### config.mk
export PLATFORM = sky130hd
export DESIGN_NAME = eth_tx_clk_ctrl_flat
export DESIGN_NICKNAME = d
export VERILOG_FILES = /design/src/rtl/eth_tx_clk_ctrl_if.sv /design/src/rtl/eth_tx_clk_ctrl.sv /design/src/flat_wrapper.sv
export SDC_FILE = /design/constraint.sdc
export NUM_CORES = 1
export LEC_CHECK = 0
export ABC_AREA = 1
export ABC_CLOCK_PERIOD_IN_PS = 1850
export CAP_MARGIN = 30
export CORE_UTILIZATION = 30
export CTS_CLUSTER_DIAMETER = 80
export CTS_CLUSTER_SIZE = 12
export DETAILED_ROUTE_END_ITERATION = 6
export PLACE_DENSITY = 0.56
export REMOVE_ABC_BUFFERS = 1
export SYNTH_ARGS = -nofsm -noshare
export SYNTH_HDL_FRONTEND = slang
export SYNTH_SLANG_ARGS = --single-unit
### constraint.sdc
create_clock -name rx_clk125 -period 1.85 [get_ports rx_clk125]
set_clock_uncertainty 0.05 [all_clocks]
set_input_delay 0.555 -clock rx_clk125 [delete_from_list [all_inputs] [get_ports rx_clk125]]
set_output_delay 0.555 -clock rx_clk125 [all_outputs]
set_load 0.1 [all_outputs]
### src/rtl/eth_tx_clk_ctrl_if.sv
// Request/status bundle between MAC/management logic and the TX clock controller.
// Requester -> controller: link_up, speed_req, speed_req_valid.
// Controller -> requester/PHY: speed_ack, speed_err, cur_speed, gmii_sel, tx_clk, tx_clk_rise, busy.
interface eth_tx_clk_ctrl_if;
   logic       link_up;
   logic [1:0] speed_req;
   logic       speed_req_valid;
   logic       speed_ack;
   logic       speed_err;
   logic [1:0] cur_speed;
   logic       gmii_sel;
   logic       tx_clk;
   logic       tx_clk_rise;
   logic       busy;

   modport master (
      output link_up, speed_req, speed_req_valid,
      input  speed_ack, speed_err, cur_speed, gmii_sel, tx_clk, tx_clk_rise, busy
   );

   modport slave (
      input  link_up, speed_req, speed_req_valid,
      output speed_ack, speed_err, cur_speed, gmii_sel, tx_clk, tx_clk_rise, busy
   );
endinterface

### src/rtl/eth_tx_clk_ctrl.sv
// Speed-aware Ethernet TX clock generator with glitch-free 10M/100M/1000M switching.
// Latency: same-speed/illegal requests ack 1 cycle after sampling; changes ack after drain + hold + load.
// Backpressure: speed_req_valid is a level held until speed_ack; requests are ignored while busy.
// Ports: rx_clk125/reset_n plain; bus (slave modport) carries link_up, speed request handshake,
//        and the generated tx_clk/tx_clk_rise/gmii_sel plus status (cur_speed, busy).
module eth_tx_clk_ctrl #(
   parameter int unsigned DIV_10M     = 50,
   parameter int unsigned HIGH_10M    = 25,
   parameter int unsigned DIV_100M    = 5,
   parameter int unsigned HIGH_100M   = 2,
   parameter int unsigned HOLD_CYCLES = 8,
   parameter logic [1:0]  RESET_SPEED = 2'b00
) (
   input  logic             rx_clk125,
   input  logic             reset_n,
   eth_tx_clk_ctrl_if.slave bus
);
   localparam logic [1:0] SPD_10M  = 2'b00;
   localparam logic [1:0] SPD_100M = 2'b01;
   localparam logic [1:0] SPD_1G   = 2'b10;
   localparam logic [1:0] SPD_ILL  = 2'b11;

   typedef enum logic [1:0] {ST_RUN, ST_DRAIN, ST_HOLD, ST_LOAD} state_t;

   state_t     r_state;
   state_t     w_state_nxt;
   logic [5:0] r_cnt;
   logic [5:0] r_hold;
   logic [1:0] r_cur;
   logic [1:0] r_tgt;
   logic       r_tx_clk;
   logic       r_rise;
   logic       r_ack;
   logic       r_err;
   logic       r_gmii;

   logic [5:0] w_div_m1;
   logic [5:0] w_high;
   logic       w_is_1g;
   logic       w_clk_en;
   logic       w_accept;
   logic       w_ack_nxt;
   logic       w_err_nxt;

   // Divider only runs while the link is up and the FSM is not forcing the clock low.
   always_comb begin
      w_is_1g  = (r_cur == SPD_1G);
      w_div_m1 = (r_cur == SPD_100M) ? 6'(DIV_100M - 1) : 6'(DIV_10M - 1);
      w_high   = (r_cur == SPD_100M) ? 6'(HIGH_100M)    : 6'(HIGH_10M);
      w_clk_en = bus.link_up && !w_is_1g && (r_state == ST_RUN || r_state == ST_DRAIN);
      // Blocking on r_ack keeps the ack a single pulse for a requester still holding valid.
      w_accept = (r_state == ST_RUN) && bus.speed_req_valid && !r_ack;
   end

   always_ff @(posedge rx_clk125 or negedge reset_n) begin
      if (!reset_n) begin
         r_state <= ST_RUN;
      end else begin
         r_state <= w_state_nxt;
      end
   end

   always_comb begin
      w_state_nxt = r_state;
      w_ack_nxt   = 1'b0;
      w_err_nxt   = 1'b0;
      case (r_state)
         ST_RUN: begin
            if (w_accept) begin
               if (bus.speed_req == SPD_ILL) begin
                  w_ack_nxt = 1'b1;
                  w_err_nxt = 1'b1;
               end else if (bus.speed_req == r_cur) begin
                  w_ack_nxt = 1'b1;
               end else begin
                  w_state_nxt = ST_DRAIN;
               end
            end
         end
         ST_DRAIN: begin
            // Leave only at the last low cycle so a high phase is never cut short.
            if (w_is_1g || !bus.link_up || (!r_tx_clk && r_cnt == w_div_m1)) begin
               w_state_nxt = ST_HOLD;
            end
         end
         ST_HOLD: begin
            if (r_hold == 6'(HOLD_CYCLES - 1)) begin
               w_state_nxt = ST_LOAD;
            end
         end
         ST_LOAD: begin
            w_state_nxt = ST_RUN;
            w_ack_nxt   = 1'b1;
         end
         default: w_state_nxt = ST_RUN;
      endcase
   end

   always_ff @(posedge rx_clk125 or negedge reset_n) begin
      if (!reset_n) begin
         r_cnt    <= '0;
         r_hold   <= '0;
         r_cur    <= RESET_SPEED;
         r_tgt    <= RESET_SPEED;
         r_tx_clk <= 1'b0;
         r_rise   <= 1'b0;
         r_ack    <= 1'b0;
         r_err    <= 1'b0;
         r_gmii   <= (RESET_SPEED == SPD_1G);
      end else begin
         r_ack <= w_ack_nxt;
         r_err <= w_err_nxt;
         if (r_state == ST_RUN && w_state_nxt == ST_DRAIN) begin
            r_tgt <= bus.speed_req;
         end
         // Counter parks at 0 when disabled, so restart always begins with a full high phase.
         if (w_clk_en) begin
            r_cnt <= (r_cnt == w_div_m1) ? 6'd0 : r_cnt + 6'd1;
         end else begin
            r_cnt <= 6'd0;
         end
         r_tx_clk <= w_clk_en && (r_cnt < w_high);
         r_rise   <= (w_clk_en && r_cnt == 6'd0) ||
                     (bus.link_up && w_is_1g && r_state == ST_RUN);
         r_hold   <= (r_state == ST_HOLD) ? r_hold + 6'd1 : 6'd0;
         // gmii_sel drops on HOLD entry (tx_clk already low) and is set only on LOAD.
         if (r_state == ST_LOAD) begin
            r_cur  <= r_tgt;
            r_gmii <= (r_tgt == SPD_1G);
         end else if (w_state_nxt == ST_HOLD) begin
            r_gmii <= 1'b0;
         end
      end
   end

   assign bus.speed_ack   = r_ack;
   assign bus.speed_err   = r_err;
   assign bus.cur_speed   = r_cur;
   assign bus.gmii_sel    = r_gmii;
   assign bus.tx_clk      = r_tx_clk;
   assign bus.tx_clk_rise = r_rise;
   assign bus.busy        = (r_state != ST_RUN);
endmodule

### src/flat_wrapper.sv
// flat-port wrapper written by rule: the top's interface ports become plain ports
module eth_tx_clk_ctrl_flat 
#(
   parameter int unsigned DIV_10M     = 50,
   parameter int unsigned HIGH_10M    = 25,
   parameter int unsigned DIV_100M    = 5,
   parameter int unsigned HIGH_100M   = 2,
   parameter int unsigned HOLD_CYCLES = 8,
   parameter logic [1:0]  RESET_SPEED = 2'b00
)
  (rx_clk125, reset_n, bus_link_up, bus_speed_req, bus_speed_req_valid, bus_speed_ack, bus_speed_err, bus_cur_speed, bus_gmii_sel, bus_tx_clk, bus_tx_clk_rise, bus_busy);
  eth_tx_clk_ctrl_if bus_i ();
  input  logic rx_clk125;
  input  logic reset_n;
  input wire logic [$bits(bus_i.link_up)-1:0] bus_link_up;
  input wire logic [$bits(bus_i.speed_req)-1:0] bus_speed_req;
  input wire logic [$bits(bus_i.speed_req_valid)-1:0] bus_speed_req_valid;
  output wire logic [$bits(bus_i.speed_ack)-1:0] bus_speed_ack;
  output wire logic [$bits(bus_i.speed_err)-1:0] bus_speed_err;
  output wire logic [$bits(bus_i.cur_speed)-1:0] bus_cur_speed;
  output wire logic [$bits(bus_i.gmii_sel)-1:0] bus_gmii_sel;
  output wire logic [$bits(bus_i.tx_clk)-1:0] bus_tx_clk;
  output wire logic [$bits(bus_i.tx_clk_rise)-1:0] bus_tx_clk_rise;
  output wire logic [$bits(bus_i.busy)-1:0] bus_busy;
  assign bus_i.link_up = bus_link_up;
  assign bus_i.speed_req = bus_speed_req;
  assign bus_i.speed_req_valid = bus_speed_req_valid;
  assign bus_speed_ack = bus_i.speed_ack;
  assign bus_speed_err = bus_i.speed_err;
  assign bus_cur_speed = bus_i.cur_speed;
  assign bus_gmii_sel = bus_i.gmii_sel;
  assign bus_tx_clk = bus_i.tx_clk;
  assign bus_tx_clk_rise = bus_i.tx_clk_rise;
  assign bus_busy = bus_i.busy;
  eth_tx_clk_ctrl #(.DIV_10M(DIV_10M), .HIGH_10M(HIGH_10M), .DIV_100M(DIV_100M), .HIGH_100M(HIGH_100M), .HOLD_CYCLES(HOLD_CYCLES), .RESET_SPEED(RESET_SPEED)) u_core (.rx_clk125(rx_clk125), .reset_n(reset_n), .bus(bus_i));
endmodule
==> qor.csv, run 1 <==
stage,metric,value,unit
hold_path,HP Class,flop to flop,
floorplanning,Core ar.,0.004058,mm^2
placed_design,Place WS,-0.2389,ns
routing,drt first pass iters,4,
placed_design,IO buf count,13,
global_routing,vias in the first global route,1023,
layout,layout cells sized above 1,0.2473,
synthesis,Synth Cell Area,0.001280,mm^2
pwr,Max VDD drop,0.7612,mV
clock_network,Sink Count,23,
floorplanning,IO Pins,14,
clock_network,H-tree depth,1,
clock_network,Worst-Skew Late Latency,0.27,ns
floorplanning,Die Wd,67.32,um
routing,Iter 0 DRT Violations,57,
routing,Routed Antenna Nets,0,
layout,antenna fix cells,0,
setup_path,Worst Setup SP,u_core.r_state[0],
sta,Max-Slew Margin vs Limit,0.7958,
routing,vias per cell,4.716,
pwr,P_int,1.517,mW
setup_path,Startpoint Class,flop,
layout,Area Growth Syn to Fin,34.70,%
setup_path,Critical Path Sink Type,primary output,
synthesis,Synth top area share,0.4497,
setup_path,Worst Path Arrival,1.18,ns
routing,DRC,0,
setup_path,worst-path cell chain,inv_2 -> ha_4 -> inv_2 -> buf_12,
hold_path,worst hold stages,1,
pwr,leakage,0.8550,nW
setup_path,Critical Path RT,1.24,ns
sta,Slew Limit Fails,0,
clock_network,CTS Hold Bufs,0,
floorplanning,Die Y-Extent,67.32,um
sta,final setup margin,0.06576,ns
global_routing,first-pass GRT wire length,4.719,mm
setup_path,worst setup path end,bus_busy,
run_status,status,finished clean,
clock_network,Worst-path clk slew,0.08,ns
global_routing,GR Layer Usage met3,0.04054,
floorplanning,die area,0.004532,mm^2
sta,setup violators final,0,
setup_path,reg2reg end,u_core.bus.gmii_sel,
placed_design,post-DP HPWL,2.151,mm
routing,routed len/inst,11.97,um
setup_path,cells on worst reg2reg path,12,
placed_design,GPL Wtd Cong,0.7840,
clock_network,CTS tree,built,
pwr,sequential fraction of design power,0.266,
global_routing,grt met2 use,0.2288,
synthesis,#FFs+latches synth,23,
setup_path,reg-to-reg startpoint,u_core.bus.cur_speed[0],
routing,WL final,2.777,mm
global_routing,GRT Residual Overflow,0,
sta,Tcrit/Tclk final,0.9645,
sta,Max Clk Rate,560.5,MHz
global_routing,largest net degree at the start of global routing,24,
global_routing,GRT Total Usage,0.1447,
sta,Final Critical Period,1.784,ns
synthesis,largest cells by area after synthesis,"dfrtp_1, ha_1, nand2_1, inv_1, nand3_1",
sta,pin slew with the least headroom to its limit,0.3023,ns
run,MaxCap Viol Count,0,
pwr,switching power total,1.454,mW
sta,Final Hold Fails,0,
clock_network,clock tree buffer depth,2,
sta,RSZ-0062 raised after global routing,true,
pwr,Clock power frac,0.109,
global_routing,grt met1 use,0.1806,
synthesis,sequential element share of the synthesized area,0.4497,
synthesis,most area-hungry cell type in the Yosys netlist,dfrtp_1,
setup_path,R2R setup slack,0.07,ns
routing,via count,1094,
setup_path,cell mode on critical path,inv_2,
layout,Util after Layout,0.4249,
synthesis,Syn Area/Cell,8.366,um^2
setup_path,Crit Path Class,flop to primary output,
synthesis,Synth warnings,0,
layout,fin nets,200,
clock_network,clk root buf,clkbuf_8,
clock_network,CTS buffer count,3,
synthesis,Post-Synthesis Cells,153,
floorplanning,Cell Rows,23,
pwr,cell area power density,1723,mW/mm^2
pwr,Switching Fraction,0.4893,
setup_path,slowest cell on the critical path,dfrtp_1,
floorplanning,Starting Density,0.3154,
synthesis,synth unique cells,27,
setup_path,Worst path max stage delay,0.41,ns
global_routing,initial antenna violation count,0,
global_routing,gr busiest metal,met2,
pwr,Logic pwr share,0.625,
setup_path,Crit Path Max Fanout,6,
## per-stage QoR
stage | std cells | cell area (um^2) | hold slack, ns | setup TNS (ns) | total power, mW
3_3_place_gp | 225 | 1620 | 0.3950 | -0.2336 | 2.503
5_1_grt | 232 | 1724 | 0.4490 | -0.05377 | 3.194
2_1_floorplan | 152 | 1272 | 0.2094 | -2.410 | 1.885
6_report | 232 | 1724 | 0.4184 | 0 | 2.971
3_5_place_dp | 225 | 1620 | 0.4132 | -0.7493 | 2.541
4_1_cts | 229 | 1679 | 0.4249 | 0 | 2.914
## worst max-delay path, delay by kind of cell, from the launching register on
family | cells | cell delay [ns]
DFF | 1 | 0.41
buffers and inverters | 3 | 0.32
adders and majority gates | 1 | 0.18
## layout by cell type, fill, tap and decap left out, types with 6 or more instances in the layout
master    n
buf_12    8
ha_1      9
inv_1    19
nand2_1  29
buf_4    13
inv_2     6
nor2_1   15
nand3_1  13
dfrtp_1  21
## what timing repair did
item / CTS / global route
gates resized for setup: 4 / 7
buffers inserted: 0 / 3
setup endpoints to repair: 1 / 6
## layout make-up
class	instances	area, um^2
well taps	50	62.56
clock buffers	3	41.29
fillers	391	2333
flip-flops and latches	23	578.1
clock inverters	1	5.005
multi-input cells	104	635.6
repair buffers	26	307.8
inverters	25	93.84
## how the worst min path moves through the flow
stage,start,end,slack [ns]
final,u_core.r_hold[0],u_core.r_hold[0],0.42
after floorplan,reset_n,u_core.bus.cur_speed[0],0.21
after detailed placement,u_core.r_hold[0],u_core.r_hold[0],0.41
after global placement,u_core.r_hold[0],u_core.r_hold[0],0.39
after global routing,u_core.r_hold[0],u_core.r_hold[0],0.45
after CTS,u_core.r_hold[0],u_core.r_hold[0],0.42
## flip-flops by register name (all words and copies together), names as in the netlist
| name | count |
|---|---|
| u_core.r_tgt | 2 |
| u_core.bus.cur_speed | 2 |
| u_core.bus.tx_clk_rise | 1 |
| u_core.bus.gmii_sel | 1 |
| u_core.r_cnt | 6 |
| u_core.bus.tx_clk | 1 |
| u_core.bus.speed_ack | 1 |
| u_core.bus.speed_err | 1 |
| u_core.r_hold | 6 |
| u_core.r_state | 2 |
## power by group through the flow
stage                     clock [mW]  combinational [mW]  sequential, mW
after floorplan                    0               0.713            1.17
after global placement             0                1.71           0.793
after detailed placement           0                1.74           0.800
after CTS                      0.338                1.78           0.794
after global routing           0.362                2.02           0.809
final                          0.324                1.86           0.791
## per-layer routing
| layer | wire (um) | vias to the layer above |
|---|---|---|
| li1 | - | 544 |
| met1 | 1226 | 524 |
| met2 | 1392 | 21 |
| met3 | 111 | 5 |
| met4 | 46 | 0 |
| met5 | 0 | - |
## Yosys cell counts, drive strengths merged
master,count
nand3,14
dfrtp,23
ha,11
a211oi,2
or2,2
o21bai,1
a21oi,5
o41ai,1
xnor2,1
and3,1
o21ai,8
nor2,18
buf,1
nor3b,1
inv,25
xor2,2
a31oi,1
nor3,2
a21boi,1
nor4,1
nand2,32
## cell families (layout without fill, tap and decap cells)
kind of cell             after synthesis  after routing  synth area share
AO/OA/AOI/OAI                         19             19           0.08602
AND/OR/NAND/NOR                       71             71            0.2571
adder cells (fa/ha/maj)               11             11            0.1075
flip-flops                            23             23            0.4497
XOR/XNOR                               3              3           0.02053
buffers and inverters                 26             55           0.07918
Note: power is estimated with default switching activity, not from simulation.
==> inputs of run 2 (changes only) <==
- CAP_MARGIN: 30 -> unset
- CORE_UTILIZATION: 30 -> 50
- PLACE_DENSITY: 0.56 -> 0.8
==> run 2 against run 1 <==
  * Sequential power is 1% lower
  * Combinational power is 8% higher
  * Critical path depth is 8 higher
  * Clock-buffer cell count stayed put
  * Fmax is 2.5% lower
  * Worst hold slack better by 0.016 ns
  * Sequential cell count stayed put
  * Largest power group unchanged
  * Global-route usage is 7.7 points higher
  * Largest cell class unchanged
  * Total power is 1.8% higher
  * First-iteration DRC count is 19% lower
  * Final area is 0.65% lower
==> qor.csv, run 2 (synthesis gave the netlist of run 1 again) <==
stage,metric,value,unit,change
layout,"most common cell after layout, fill and taps aside",nand2_1,,
floorplanning,Cell Rows,17,,-26%
clock_network,Worst-path clk slew,0.14,ns,+0.06 ns
setup_path,slowest cell on the critical path,dfrtp_2,,
global_routing,vias in the first global route,1039,,+1.6%
routing,vias per cell,5.291,,+12%
hold_path,HP Class,flop to flop,,
run,MaxCap Viol Count,0,,unchanged
setup_path,Startpoint Class,flop,,
layout,Largest regs,"u_core.r_cnt (6), u_core.r_hold (6)",,
pwr,total design power,3.025,mW,+1.8%
setup_path,Critical Path Sink Type,flop,,
clock_network,CTS buffer count,3,,unchanged
routing,DRC,0,,unchanged
routing,WL final,2.818,mm,+1.5%
global_routing,GRT Residual Overflow,0,,unchanged
setup_path,Crit Path Class,flop to flop,,
floorplanning,IO Pins,14,,unchanged
floorplanning,Die Y-Extent,52.60,um,-22%
layout,Area Growth Syn to Fin,33.82,%,
pwr,cell area power density,1766,mW/mm^2,+2.5%
floorplanning,Core ar.,0.002318,mm^2,-43%
global_routing,gr busiest metal,met2,,
routing,routed len/inst,13.23,um,+11%
floorplanning,Starting Density,0.5521,,+0.2366
clock_network,CTS tree,built,,
placed_design,post-DP HPWL,1.888,mm,-12%
sta,Final Critical Period,1.829,ns,+0.04507 ns
setup_path,Worst path max stage delay,0.48,ns,+0.07 ns
placed_design,IO buf count,13,,unchanged
layout,layout cells sized above 1,0.2757,,+0.02842
pwr,leakage,0.8618,nW,+0.80%
routing,Routed Antenna Nets,0,,unchanged
sta,Max-Slew Margin vs Limit,0.7976,,+0.001774
placed_design,GPL Wtd Cong,0.8623,,+10%
layout,"commonest non-fill, non-tap cells in the layout","nand2_1, dfrtp_1, inv_1",,
pwr,Max VDD drop,1.436,mV,+89%
floorplanning,die area,0.002766,mm^2,-39%
routing,Iter 0 DRT Violations,46,,-19%
sta,Final Hold Fails,0,,unchanged
routing,via count,1127,,+3.0%
sta,Slew Limit Fails,0,,unchanged
setup_path,Critical Path RT,2.01,ns,+0.77 ns
routing,drt first pass iters,4,,unchanged
global_routing,grt met1 use,0.2807,,+0.1001
clock_network,clock tree buffer depth,2,,unchanged
clock_network,Worst-Skew Late Latency,0.32,ns,+0.05 ns
clock_network,Sink Count,23,,unchanged
global_routing,GR Layer Usage met3,0.05797,,+0.01743
sta,setup violators final,0,,unchanged
global_routing,first-pass GRT wire length,4.395,mm,-6.9%
sta,Max Clk Rate,546.7,MHz,-2.5%
placed_design,DP Area,0.001570,mm^2,-3.1%
layout,fin nets,203,,+1.5%
global_routing,grt met2 use,0.3629,,+0.1341
floorplanning,Die Wd,52.60,um,-22%
setup_path,Crit Path Max Fanout,4,,-2
sta,pin slew with the least headroom to its limit,0.2996,ns,-0.002627 ns
global_routing,largest net degree at the start of global routing,24,,unchanged
global_routing,GRT Total Usage,0.2213,,+0.07658
layout,antenna fix cells,0,,unchanged
sta,Tcrit/Tclk final,0.9888,,+0.02436
setup_path,Worst Path Arrival,1.99,ns,+0.81 ns
setup_path,worst-path cell chain,inv_2 -> nand2_2 -> ha_4 -> nand2_2 -> nor3_4 -> nand3_2 -> nand3_1 -> nand2_2 -> nand2_1 -> nand3_1 -> nand2_1 -> nand2_1,,
sta,Fin Hold WS,0.4341,ns,+0.01570 ns
clock_network,H-tree depth,1,,unchanged
layout,fin area,0.001713,mm^2,-0.65%
global_routing,initial antenna violation count,0,,unchanged
clock_network,clk root buf,clkbuf_4,,
run_status,status,finished clean,,
==> run 2: changes by cell type in the layout (fill, tap and decap cells not counted), sizes merged <==
cell | before | now
buf | 21 | 24
==> run 2: worst paths after layout <==
check                                           end  slack [ns]  cells past startpoint                    start
worst max-delay path            u_core.bus.gmii_sel        0.02                     12  u_core.bus.cur_speed[1]
worst min-delay path               u_core.r_hold[0]        0.43                      1         u_core.r_hold[0]
worst max register to register  u_core.bus.gmii_sel        0.02                     12  u_core.bus.cur_speed[1]
worst min register to register     u_core.r_hold[0]        0.43                      1         u_core.r_hold[0]
max in group asynchronous           u_core.r_tgt[0]        0.99                      2                  reset_n
min in group asynchronous          u_core.r_hold[4]        0.51                      2                  reset_n
==> run 2: worst max-delay path: cells and delay by family (launching register included) <==
kind,cells,cell delay (ns)
adders and majority gates,1,0.27
DFF,1,0.48
buffers and inverters,1,0.08
and+or+nand+nor,10,0.85
==> run 2: final cells by class <==
class,count,area (um^2)
Multi-Input combinational cell,104,648.1
Fill cell,163,605.6
Sequential cell,23,578.1
Timing Repair Buffer,29,330.3
Inverter,25,93.84
Tap cell,28,35.03
Clock buffer,3,22.52
Clock inverter,1,5.005
==> run 2: layer usage <==
metal / part of all wire / up-vias
li1: - / 552
met1: 0.44 / 547
met2: 0.51 / 20
met3: 0.024 / 8
met4: 0.021 / 0
met5: 0 / -
==> run 2: per-stage QoR <==
step	setup WS (ns)	TNS [ns]	util	std cells
3_5_place_dp	-0.1660	-0.5950	0.6773	200
4_1_cts	0.001960	0	0.7010	206
3_3_place_gp	-0.08203	-0.2423	0.6773	200
6_report	0.02069	0	0.7388	213
2_1_floorplan	-0.3999	-2.410	-	152
5_1_grt	-0.07508	-0.1208	0.7388	213
==> run 2: what timing repair did <==
action | CTS | global route
buffers inserted | 2 | 7
setup endpoints to repair | 1 | 5
resized for setup | 3 | 10
pin swaps | 0 | 1
hold buffers | 0 | 0
cloned | 0 | 0
==> run 2: power breakdown <==
group	switching [mW]	internal [mW]	total, mW
Combinational	1.20	0.810	2.01
Sequential	0.136	0.645	0.781
Clock	0.154	0.0809	0.235
==> inputs of run 3 (changes only) <==
- REMOVE_ABC_BUFFERS: 1 -> unset
==> run 3 against run 2 <==
  * The run now ends with negative setup slack left
  * Core utilization rose by 2.6 points
  * Total power rose by 4.4%
  * Sequential share of layout area fell by 1.1 points
  * Largest power group unchanged
  * Highest routed layer unchanged
==> qor.csv, run 3 (synthesis gave the netlist of run 1 again) <==
stage,metric,value,unit,change
run_status,status,finished with violations,,
run_status,failing checks,negative setup slack,,
sta,pin slew with the least headroom to its limit,0.3587,ns,+0.05904 ns
routing,vias per cell,5.326,,+0.65%
clock_network,Worst-Skew Late Latency,0.31,ns,about the same
global_routing,vias in the first global route,1158,,+11%
synthesis,Synthesized Nets,170,,
pwr,total design power,3.158,mW,+4.4%
layout,layout cells sized above 1,0.3000,,+0.02432
routing,Iter 0 DRT Violations,31,,-33%
sta,Fin Hold WS,0.4374,ns,+0.003328 ns
setup_path,slowest cell on the critical path,dfrtp_1,,
routing,DRC,0,,unchanged
sta,Tcrit/Tclk final,1.003,,+0.01395
sta,Max-Slew Margin vs Limit,0.7577,,-0.03987
clock_network,CTS tree,built,,
setup_path,reg2reg end,u_core.bus.gmii_sel,,
layout,antenna fix cells,0,,unchanged
pwr,cell area power density,1781,mW/mm^2,+0.86%
floorplanning,die area,0.002766,mm^2,unchanged
routing,Routed Antenna Nets,0,,unchanged
layout,Area Growth Syn to Fin,38.51,%,
floorplanning,Starting Density,0.5521,,unchanged
setup_path,reg-to-reg startpoint,u_core.bus.cur_speed[0],,
placed_design,placed insts,201,,+0.50%
floorplanning,IO Pins,14,,unchanged
setup_path,R2R setup slack,0.05,ns,+0.03 ns
placed_design,IO buf count,13,,unchanged
sta,setup violators final,1,,+1
placed_design,GPL Wtd Cong,0.8050,,-6.6%
layout,fin nets,208,,+2.5%
routing,WL final,3.181,mm,+13%
setup_path,CP bufs+invs,3,,+2
pwr,leakage,0.8854,nW,+2.7%
setup_path,Crit Path Max Fanout,3,,-1
sta,Final TNS setup,-0.005123,ns,-0.005123 ns
layout,"commonest non-fill, non-tap cells in the layout","nand2_1, buf_4, dfrtp_1",,
setup_path,family with the most delay on the worst path,flip-flops,,
layout,number of fill cells,154,,-5.5%
setup_path,Critical Path Sink Type,primary output,,
layout,Largest regs,"u_core.r_cnt (6), u_core.r_hold (6)",,
clock_network,Worst-path clk slew,0.13,ns,about the same
global_routing,largest net degree at the start of global routing,24,,unchanged
setup_path,Crit Path Class,flop to primary output,,
floorplanning,Die Y-Extent,52.60,um,unchanged
setup_path,Critical Path RT,1.24,ns,-0.77 ns
setup_path,worst-path cell chain,inv_2 -> ha_4 -> clkinvlp_4 -> buf_12,,
clock_network,Sink Count,23,,unchanged
floorplanning,Die Wd,52.60,um,unchanged
sta,RSZ-0062 raised after global routing,true,,
routing,via count,1161,,+3.0%
run,MaxCap Viol Count,0,,unchanged
hold_path,worst hold stages,1,,unchanged
routing,drt first pass iters,5,,+1
sta,Final Hold Fails,0,,unchanged
setup_path,Worst Path Arrival,1.25,ns,-0.74 ns
hold_path,Worst Hold End,u_core.r_hold[0],,
pwr,Max VDD drop,1.584,mV,+10%
hold_path,HP Class,flop to flop,,
clock_network,H-tree depth,1,,unchanged
routing,routed len/inst,14.59,um,+10%
global_routing,initial antenna violation count,0,,unchanged
global_routing,GRT Total Usage,0.2645,,+0.04319
sta,final setup margin,-0.005123,ns,-0.02581 ns
floorplanning,Cell Rows,17,,unchanged
clock_network,clk root buf,clkbuf_4,,
clock_network,CTS buffer count,3,,unchanged
placed_design,post-DP HPWL,2.328,mm,+23%
setup_path,cells on worst reg2reg path,12,,unchanged
clock_network,clock tree buffer depth,2,,unchanged
setup_path,Startpoint Class,flop,,
global_routing,first-pass GRT wire length,5.175,mm,+18%
layout,Util after Layout,0.7647,,+0.02590
layout,fin cells,218,,+2.3%
sta,Max Clk Rate,539.0,MHz,-1.4%
setup_path,Worst path max stage delay,0.43,ns,-0.05 ns
layout,"most common cell after layout, fill and taps aside",nand2_1,,
global_routing,GRT Residual Overflow,0,,unchanged
sta,Final Critical Period,1.855,ns,+0.02581 ns
hold_path,HP Start,u_core.r_hold[0],,
sta,Slew Limit Fails,0,,unchanged
floorplanning,Core ar.,0.002318,mm^2,unchanged
-- run 3: cell types whose count changed in the layout (fill, tap and decap cells not counted), sizes merged --
cell	before	now
clkinvlp	0	1
clkinv	1	0
inv	25	24
buf	24	29
clkbuf	3	4
-- run 3: worst register-to-register path: cells and delay by family (launching register included) --
kind | cells | cell delay (ns)
simple gates | 10 | 0.81
flops | 1 | 0.48
fa+ha+maj | 1 | 0.27
buf+inv | 1 | 0.11
-- run 3: power by group --
group          total (mW)  switching (mW)  internal [mW]
Sequential          0.798           0.153          0.645
Clock               0.235           0.150         0.0842
Combinational        2.13            1.26          0.869
-- run 3: metal layers --
metal  vias up  routed length (um)  part of all wire  GRT usage
li1        570                   -                 -          -
met1       557                1302              0.41     0.3054
met2        24                1737              0.55     0.4916
met3        10                  77             0.024    0.03768
met4         0                  63             0.020    0.08772
met5         -                   0                 0          0
-- run 3: layout make-up --
class | count | area [um^2] | share of cell area
multi-input cells | 104 | 668.1 | 0.3769
well taps | 28 | 35.03 | 0.01976
flip-flops and latches | 23 | 578.1 | 0.3260
repair buffers | 34 | 367.9 | 0.2075
inverters | 25 | 97.59 | 0.05505
clock buffers | 4 | 26.28 | 0.01482
-- run 3: how the worst max path moves through the flow --
stage                             from  depth (start not counted)                   to  slack, ns
2_1_floorplan  u_core.bus.cur_speed[0]                         11  u_core.bus.gmii_sel      -0.07
3_3_place_gp          bus_speed_req[1]                         10      u_core.r_tgt[0]      -0.07
3_5_place_dp          bus_speed_req[0]                         10      u_core.r_tgt[1]      -0.19
4_1_cts              u_core.r_state[0]                          4             bus_busy      0.006
5_1_grt               bus_speed_req[0]                         10      u_core.r_tgt[1]      -0.07
6_report             u_core.r_state[1]                          4             bus_busy     -0.005
-- run 3: timing repair --
item / CTS / global route
setup endpoints to repair: 3 / 8
hold endpoints to repair: 0 / 0
resized for setup: 11 / 2
buffers inserted: 11 / 2
hold buffers: 0 / 0
pin swaps: 5 / 3
-- run 3: stage by stage --
stage          cell area [um^2]  worst slack [ns]
2_1_floorplan              1286          -0.07415
3_3_place_gp               1584          -0.06926
3_5_place_dp               1584           -0.1872
4_1_cts                    1740          0.006258
5_1_grt                    1773          -0.07373
6_report                   1773         -0.005123
